===== src/rtl/bcd_scan_if.sv =====
// Handshake and display bus of the BCD scan controller.
// The master drives a value to show; the slave (controller) reports
// readiness and busy status and drives the multiplexed display lines.
interface bcd_scan_if;
  logic       load_valid;
  logic [7:0] load_data;
  logic       load_ready;
  logic       busy;
  logic [6:0] seg;
  logic [2:0] an;

  modport master (
    output load_valid,
    output load_data,
    input  load_ready,
    input  busy,
    input  seg,
    input  an
  );

  modport slave (
    input  load_valid,
    input  load_data,
    output load_ready,
    output busy,
    output seg,
    output an
  );
endinterface


===== src/rtl/bcd_scan_ctrl.sv =====
// Three-digit seven-segment display controller.
// Accepts an 8-bit binary value, converts it to BCD with a one-bit-per-clock
// shift-add-3 engine, and time-multiplexes hundreds/tens/ones onto a shared
// active-low segment bus with active-low anode enables.
// Optional build macro LEADING_ZERO_BLANK_EN: blanks a zero hundreds digit,
// and a zero tens digit when hundreds is also zero. Ones is always shown.
module bcd_scan_ctrl #(
  parameter int unsigned REFRESH_DIV = 50000
) (
  input  logic       clk,
  input  logic       rst,
  bcd_scan_if.slave  bus
);

  typedef enum logic [1:0] {
    S_IDLE    = 2'd0,
    S_CONVERT = 2'd1,
    S_LATCH   = 2'd2
  } state_t;

  localparam logic [19:0] PRESC_TC = 20'(REFRESH_DIV - 1);

  // Digit index encoding; scan order is ones -> tens -> hundreds
  localparam logic [1:0] DIG_ONES = 2'd0;
  localparam logic [1:0] DIG_TENS = 2'd1;
  localparam logic [1:0] DIG_HUND = 2'd2;

  state_t      state_q, state_d;
  logic [7:0]  shift_q, shift_d;
  logic [3:0]  h_q, h_d, t_q, t_d, o_q, o_d;
  logic [2:0]  cnt_q, cnt_d;
  logic [3:0]  dsp_h_q, dsp_h_d, dsp_t_q, dsp_t_d, dsp_o_q, dsp_o_d;
  logic [19:0] presc_q, presc_d;
  logic [1:0]  dig_q, dig_d;

  logic        load_ready;
  logic        busy;
  logic [19:0] dd_step;
  logic [3:0]  sel_digit;
  logic        sel_blank;
  logic [2:0]  an;
  logic [6:0]  seg;

  // Double-dabble correction: a BCD nibble >= 5 would overflow past 9 when
  // doubled, so pre-add 3. Inputs never exceed 9, so the sum fits in 4 bits.
  function automatic logic [3:0] add3(input logic [3:0] v);
    return (v >= 4'd5) ? (v + 4'd3) : v;
  endfunction

  // Active-low seven-segment decode, bit6=g .. bit0=a; non-decimal = blank
  function automatic logic [6:0] seg_decode(input logic [3:0] n);
    case (n)
      4'd0:    return 7'b1000000;
      4'd1:    return 7'b1111001;
      4'd2:    return 7'b0100100;
      4'd3:    return 7'b0110000;
      4'd4:    return 7'b0011001;
      4'd5:    return 7'b0010010;
      4'd6:    return 7'b0000010;
      4'd7:    return 7'b1111000;
      4'd8:    return 7'b0000000;
      4'd9:    return 7'b0011000;
      default: return 7'b1111111;
    endcase
  endfunction

  // One conversion step: correct each BCD nibble, then shift the whole
  // {h,t,o,data} chain left so the next data MSB enters the ones digit.
  assign dd_step = {add3(h_q), add3(t_q), add3(o_q), shift_q} << 1;

  // Control FSM next-state and conversion datapath
  always_comb begin
    state_d    = state_q;
    shift_d    = shift_q;
    h_d        = h_q;
    t_d        = t_q;
    o_d        = o_q;
    cnt_d      = cnt_q;
    dsp_h_d    = dsp_h_q;
    dsp_t_d    = dsp_t_q;
    dsp_o_d    = dsp_o_q;
    load_ready = 1'b0;
    busy       = 1'b0;
    case (state_q)
      S_IDLE: begin
        load_ready = 1'b1;
        if (bus.load_valid) begin
          shift_d = bus.load_data;
          h_d     = 4'd0;
          t_d     = 4'd0;
          o_d     = 4'd0;
          cnt_d   = 3'd7;
          state_d = S_CONVERT;
        end
      end
      S_CONVERT: begin
        busy                     = 1'b1;
        {h_d, t_d, o_d, shift_d} = dd_step;
        cnt_d                    = cnt_q - 3'd1;
        if (cnt_q == 3'd0) begin
          state_d = S_LATCH;
        end
      end
      S_LATCH: begin
        // Display registers change only here, so partial results never show
        busy    = 1'b1;
        dsp_h_d = h_q;
        dsp_t_d = t_q;
        dsp_o_d = o_q;
        state_d = S_IDLE;
      end
      default: begin
        state_d = S_IDLE;
      end
    endcase
  end

  // FSM, conversion and display registers
  always_ff @(posedge clk or posedge rst) begin
    if (rst) begin
      state_q <= S_IDLE;
      shift_q <= 8'd0;
      h_q     <= 4'd0;
      t_q     <= 4'd0;
      o_q     <= 4'd0;
      cnt_q   <= 3'd0;
      dsp_h_q <= 4'd0;
      dsp_t_q <= 4'd0;
      dsp_o_q <= 4'd0;
    end else begin
      state_q <= state_d;
      shift_q <= shift_d;
      h_q     <= h_d;
      t_q     <= t_d;
      o_q     <= o_d;
      cnt_q   <= cnt_d;
      dsp_h_q <= dsp_h_d;
      dsp_t_q <= dsp_t_d;
      dsp_o_q <= dsp_o_d;
    end
  end

  // Free-running refresh prescaler and digit index advance
  always_comb begin
    presc_d = presc_q + 20'd1;
    dig_d   = dig_q;
    if (presc_q >= PRESC_TC) begin
      presc_d = 20'd0;
      dig_d   = (dig_q == DIG_HUND) ? DIG_ONES : (dig_q + 2'd1);
    end
  end

  // Scanner registers
  always_ff @(posedge clk or posedge rst) begin
    if (rst) begin
      presc_q <= 20'd0;
      dig_q   <= DIG_ONES;
    end else begin
      presc_q <= presc_d;
      dig_q   <= dig_d;
    end
  end

  // Anode select and segment drive, derived from registers only
  always_comb begin
    an        = 3'b110;
    sel_digit = dsp_o_q;
    sel_blank = 1'b0;
    case (dig_q)
      DIG_TENS: begin
        an        = 3'b101;
        sel_digit = dsp_t_q;
`ifdef LEADING_ZERO_BLANK_EN
        sel_blank = (dsp_h_q == 4'd0) && (dsp_t_q == 4'd0);
`else
        sel_blank = 1'b0;
`endif
      end
      DIG_HUND: begin
        an        = 3'b011;
        sel_digit = dsp_h_q;
`ifdef LEADING_ZERO_BLANK_EN
        sel_blank = (dsp_h_q == 4'd0);
`else
        sel_blank = 1'b0;
`endif
      end
      default: begin
        an        = 3'b110;
        sel_digit = dsp_o_q;
        sel_blank = 1'b0;
      end
    endcase
    seg = sel_blank ? 7'b1111111 : seg_decode(sel_digit);
  end

  assign bus.load_ready = load_ready;
  assign bus.busy       = busy;
  assign bus.an         = an;
  assign bus.seg        = seg;

endmodule


===== src/flat_wrapper.sv =====
// flat-port wrapper written by rule: the top's interface ports become plain ports
module bcd_scan_ctrl_flat 
#(
  parameter int unsigned REFRESH_DIV = 50000
)
  (clk, rst, bus_load_valid, bus_load_data, bus_load_ready, bus_busy, bus_seg, bus_an);
  bcd_scan_if bus_i ();
  input  logic clk;
  input  logic rst;
  input wire logic [$bits(bus_i.load_valid)-1:0] bus_load_valid;
  input wire logic [$bits(bus_i.load_data)-1:0] bus_load_data;
  output wire logic [$bits(bus_i.load_ready)-1:0] bus_load_ready;
  output wire logic [$bits(bus_i.busy)-1:0] bus_busy;
  output wire logic [$bits(bus_i.seg)-1:0] bus_seg;
  output wire logic [$bits(bus_i.an)-1:0] bus_an;
  assign bus_i.load_valid = bus_load_valid;
  assign bus_i.load_data = bus_load_data;
  assign bus_load_ready = bus_i.load_ready;
  assign bus_busy = bus_i.busy;
  assign bus_seg = bus_i.seg;
  assign bus_an = bus_i.an;
  bcd_scan_ctrl #(.REFRESH_DIV(REFRESH_DIV)) u_core (.clk(clk), .rst(rst), .bus(bus_i));
endmodule

===== config.mk =====
export PLATFORM = sky130hd
export DESIGN_NAME = bcd_scan_ctrl_flat
export DESIGN_NICKNAME = d
export VERILOG_FILES = /design/src/rtl/bcd_scan_if.sv /design/src/rtl/bcd_scan_ctrl.sv /design/src/flat_wrapper.sv
export SDC_FILE = /design/constraint.sdc
export NUM_CORES = 1
export LEC_CHECK = 0
export ABC_AREA = 1
export CORE_MARGIN = 2
export CORE_UTILIZATION = 40
export CTS_CLUSTER_DIAMETER = 120
export DETAILED_ROUTE_END_ITERATION = 12
export PLACE_DENSITY = 0.55
export SLEW_MARGIN = 15
export SYNTH_ARGS = -nofsm -noshare
export SYNTH_HDL_FRONTEND = slang
export SYNTH_SLANG_ARGS = --single-unit

===== constraint.sdc =====
create_clock -name clk -period 3.2 [get_ports clk]
set_input_delay 0.48 -clock clk [delete_from_list [all_inputs] [get_ports clk]]
set_output_delay 0.48 -clock clk [all_outputs]
set_load 0.005 [all_outputs]

After elaboration in Yosys (flattened, before gate mapping)
Memory sizes are Yosys's and may differ from the RTL's.
Index checks and enable logic that the tools add are counted.

word-level totals
  register bits after elaboration = 59
  bits in latches = 0
  bits in writable memories = 0
  ROM bits = 112
  output and inout bits = 12
  word-level logic and storage cells = 54
  memories kept = 1

operators by class
  $add $sub $neg = 6
  multiply operators = 0
  div/mod/pow operators = 0
  order comparisons = 4
  equality and inequality tests = 6
  shift-type cells = 0
  muxes and demuxes = 20
  bitwise gates (word level) = 0
  reduce and logical (&&, ||, !) cells = 6

memory list
  memory           words  width  read ports  clocked after Yosys merged registers in  wr ports  line                 source
  (no name shown)  16     7      1           0                                        0         bcd_scan_ctrl.sv:52  case (n)

operators by type and width
  operator                                                count
  case mux 4 bit (2 select lines)                         4
  adder 20 x 1 -> 20 bit (second input constant)          1
  >= comparator 20 x 16 -> 1 bit (second input constant)  1
  two-way mux 20 bit                                      1
  case mux 8 bit (2 select lines)                         1
  >= comparator 4 x 3 -> 1 bit (second input constant)    3
  two-way mux 4 bit                                       3
  case mux 3 bit (2 select lines)                         2
  adder 4 x 2 -> 4 bit (second input constant)            2
  two-way mux 8 bit                                       1
  two-way mux 2 bit                                       3
  two-way mux 3 bit                                       2
  == test 2 x 1 -> 1 bit (second input constant)          2
  == test 2 bit (second input constant)                   2
  case mux 2 bit (2 select lines)                         1
  AND reduction 2 bit                                     2
  adder 3 x 2 -> 3 bit (second input constant)            1
  zero test 3 bit                                         1
  subtractor 3 x 1 -> 3 bit (second input constant)       1
  adder 2 x 1 -> 2 bit (second input constant)            1
  zero test 2 bit                                         1
  two-way mux 1 bit                                       2
  != test 2 x 1 -> 1 bit (second input constant)          1
  != test 2 bit (second input constant)                   1
  other kinds (2)                                         2

Longest topological paths before layout
  depth in word-level cells = 3
  depth in mapped cells = 11
  mapped depth without buffers = 11

Worst setup path before layout
No wires, ideal clock.

  path type = reg2out
  from = register u_core.dig_q[0]
  to = output bus_seg[3]
  data arrival time = 2.012 ns
  required time = 2.720 ns
  path slack = 0.708 ns
  stages on the path, launching flop included = 10
  path buffers = 1
  path through = dfrtp_1 inv_1 ha_1 buf_4 o21ai_1 inv_1 ha_1 or2_2 nand3_1 nand2_1

on the way
  cells in the longest elaborated chain, start to end = 3
  elaborated cells between the ends (all ways) = 4

ends and longest elaborated chain
  element                                                         line                  source
  from (decl)                                                     bcd_scan_ctrl.sv:34   logic [1:0] dig_q, dig_d;
  from (signal assigned)                                          bcd_scan_ctrl.sv:160  dig_q <= dig_d;
  == test 2 bit / == test 2 x 1 -> 1 bit (equally long branches)  bcd_scan_ctrl.sv:169  case (dig_q)
  case mux 4 bit (2 select lines) (*)                             bcd_scan_ctrl.sv:169
  memory (16 x 7 bit) (*)                                         -
  to (decl)                                                       flat_wrapper.sv:14    output wire logic [$bits(bus_i.seg)-1:0] bus_seg;

Mark *: on every way between the ends. The rest lies on a longest branch, timed or not.

Worst setup path in the final report
  from = register u_core.dig_q[1]
  to = output bus_seg[1]

Same word-level chain as after synthesis.

==> impl_metrics.yaml <==
global_route:
  grt_pass1_wl_um: 11000
  grtUsageTotal_pct: 15.7
  grt_pass1_vias: 2535
  grt_start_max_net_pins: 60
  grt_overflow: 0
  antenna_found_initial: 0
clock_tree:
  cts_buffers: 9
  cts_tree: "built"
  root_buffer: "clkbuf_8"
  clk_latency_ps: 330
  clk_path_buf_depth: 2
  clkTransAtPathRegs_ps: 60
  cts_sinks: 59
  cts-hold-fix-buffers: 0
  cts_htree_levels: 3
worst_setup_path:
  arrival_ps: 2510
  critPathMaxFanout: 6
  cp_cell_sequence: "inv_2 > ha_4 > nand3_1 > o21ai_1 > inv_1 > ha_1 > or2_2 > nand2_1 > clkdlybuf4s50_1"
  worst_setup_path_start_kind: "flip-flop"
  cpPeakStageDelay_ps: 490
  worstPathRequired_ps: 2720
  worst_path_max_delay_cell: "clkdlybuf4s50_1"
  cp-end-kind: "primary output"
  crit_type: "flip-flop to primary output"
yosys:
  synthArstFlopShare_pct: 100
  syn_inst: 397
  synth_edf_count: 0
  synth_ff_type: "dfrtp_1"
  synth_seq_cells: 59
  synth_area_um2: 3320
  yosysWarnings: 0
  avgSynthCellArea_um2: 8.37
  synth_seq_area_share_pct: 44.4
  yosysUniqueCellTypes: 34
finish:
  register_area_um2: 1480
  layout-drive-gt1-share_pct: 12.4
  postLayoutCellArea_um2: 3880
  nets: 462
  diodes: 0
  fillers: 790
  area_growth_pct: 16.7
  multi_input_area_um2: 1630
sta:
  tns_ps: 0
  setup_viol: 0
  min_period_over_period_pct: 93.5
  finClkSkew_ps: 5.47
  clock.fmax_mhz: 334
  fin_hold_ws_ps: 471
  maxSlewHeadroom_pct: 45.6
  rsz0062_at_grt: "no"
  max_slew.worst_pin.slew_ps: 813
  hold_viol_final: 0
  layout_min_cycle_time_ps: 2990
  finalMaxSlewViolations: 0
route:
  drtPass1Iterations: 4
  drc: 0
  ant_nets: 0
  drtIter0Drc: 94
  finalWirelength_um: 6200
  wire_per_inst_um: 11.5
  dr_total_vias: 2525
  via_per_inst: 4.68
floorplan:
  rows: 33
  core-area_um2: 8130
  die_y_um: 95.2
  ios: 23
  initial_utilization_pct: 40.9
  die-area_um2: 9060
  die_x_um: 95.2
placed_design:
  numPortBuffers: 22
  dpl_cell_area_um2: 3640
  post-dp-hpwl_um: 4370
  place_congestion: 0.773
power_and_ir_drop:
  vdd_drop_max_mv: 0.407
  p_per_area_nw_per_um2: 908
  p_leak_nw: 1.76
  finalPower_mw: 3.52
job:
  maxCapViolations: 0
worst_hold_path:
  worstHoldPathType: "flip-flop to flip-flop"
outcome:
  outcome: "complete, no violations"
-- Yosys cell counts, types with 3 or more instances --
master   count  area [um^2]
xnor2_1      3         26.3
a21oi_1     18         90.1
nand2_1     88          330
a31oi_1      7         43.8
xor2_1       7         61.3
o22ai_1      4         25.0
nor2_2       4         25.0
dfrtp_1     59         1480
ha_1        21          263
nand3_1     27          135
buf_4        4         30.0
inv_1       48          180
nor2_4      12          135
o21ai_0     23          115
nor2_1      44          165
-- final timing paths --
check,slack (ps),endpoint,startpoint,cells past startpoint
setup / recovery,210,bus_seg[1],u_core.dig_q[1]$_DFFE_PP0P_,9
hold / removal,470,u_core.presc_q[0]$_DFF_PP0_,u_core.presc_q[0]$_DFF_PP0_,1
setup reg to reg,890,u_core.h_q[1]$_DFFE_PP0P_,u_core.state_q[1]$_DFFE_PP0P_,8
hold reg to reg,470,u_core.presc_q[0]$_DFF_PP0_,u_core.presc_q[0]$_DFF_PP0_,1
max in group asynchronous,1970,u_core.dig_q[0]$_DFFE_PP0P_,rst,3
min in group asynchronous,660,u_core.shift_q[3]$_DFFE_PP0P_,rst,3
-- state kept, by name (all words and copies together) (netlist names) --
name            count
u_core.state_q      2
u_core.dsp_t_q      4
u_core.shift_q      8
u_core.t_q          4
u_core.h_q          4
u_core.cnt_q        3
u_core.o_q          4
u_core.presc_q     20
u_core.dsp_h_q      4
u_core.dig_q        2
u_core.dsp_o_q      4
-- critical path: cells and delay by family, from the launching register on --
kind / cells / cell delay [ps]
AND/OR/NAND/NOR: 3 / 440
flip-flops: 1 / 390
buffers and inverters: 3 / 670
adder cells (fa/ha/maj): 2 / 580
AO/OA/AOI/OAI: 1 / 100
-- final cells by class --
type / instances / share of cell area, %
timing repair buffer: 28 / 6.77
multi-input combinational: 281 / 42.0
inverter: 51 / 4.94
tap: 105 / 3.39
clock buffer: 14 / 3.94
clock inverter: 2 / 0.903
sequential: 59 / 38.1
-- repair_timing --
item,in CTS,in global routing
endpoints found under the setup margin,2,5
resized for setup,2,6
pin swaps,0,1
buffers inserted,0,3
endpoints found under the hold margin,0,0
-- power breakdown --
part | switching, mW | total [mW] | internal [mW]
combinational | 0.939 | 1.81 | 0.869
clock | 0.279 | 0.660 | 0.381
sequential | 0.113 | 1.05 | 0.939
-- logic make-up after synthesis --
logic type / count (synthesis) / share of synthesized area (%)
AO/OA/AOI/OAI: 64 / 11.6
XOR/XNOR: 10 / 2.63
adder cells (fa/ha/maj): 21 / 7.90
buffers and inverters: 60 / 7.79
flip-flops: 59 / 44.4
other: 1 / 0.113
AND/OR/NAND/NOR: 182 / 25.6
-- metrics by stage --
stage	std cells	util [%]	worst slack, ps
6_report	540	47.7	208
3_5_place_dp	521	44.8	311
4_1_cts	537	47.2	85.6
3_3_place_gp	521	44.8	356
2_1_floorplan	400	-	708
5_1_grt	540	47.7	4.71
-- cells in the final DEF, fill, tap and decap left out, drive strengths merged --
cell / count
nand2: 89
nor2: 60
dfrtp: 59
inv: 50
nand3: 30
o21ai: 27
clkdlybuf4s50: 22
a21oi: 21
ha: 21
clkbuf: 15
a31oi: 7
xor2: 7
buf: 5
o22ai: 4
conb: 4
xnor2: 3
nor3: 2
a22oi: 2
o211ai: 2
clkinv: 2
o21bai: 1
or2: 1
bufinv: 1
-- per-layer routing --
| layer | vias to the layer above | global-route usage, % | part of all wire [%] |
|---|---|---|---|
| met5 | - | 0 | 0 |
| met4 | 0 | 5.31 | 1.3 |
| met3 | 9 | 5.14 | 2.6 |
| met2 | 21 | 26.1 | 47 |
| met1 | 1171 | 19.1 | 49 |
| li1 | 1324 | - | - |
Note: power is estimated with default switching activity, not from simulation.
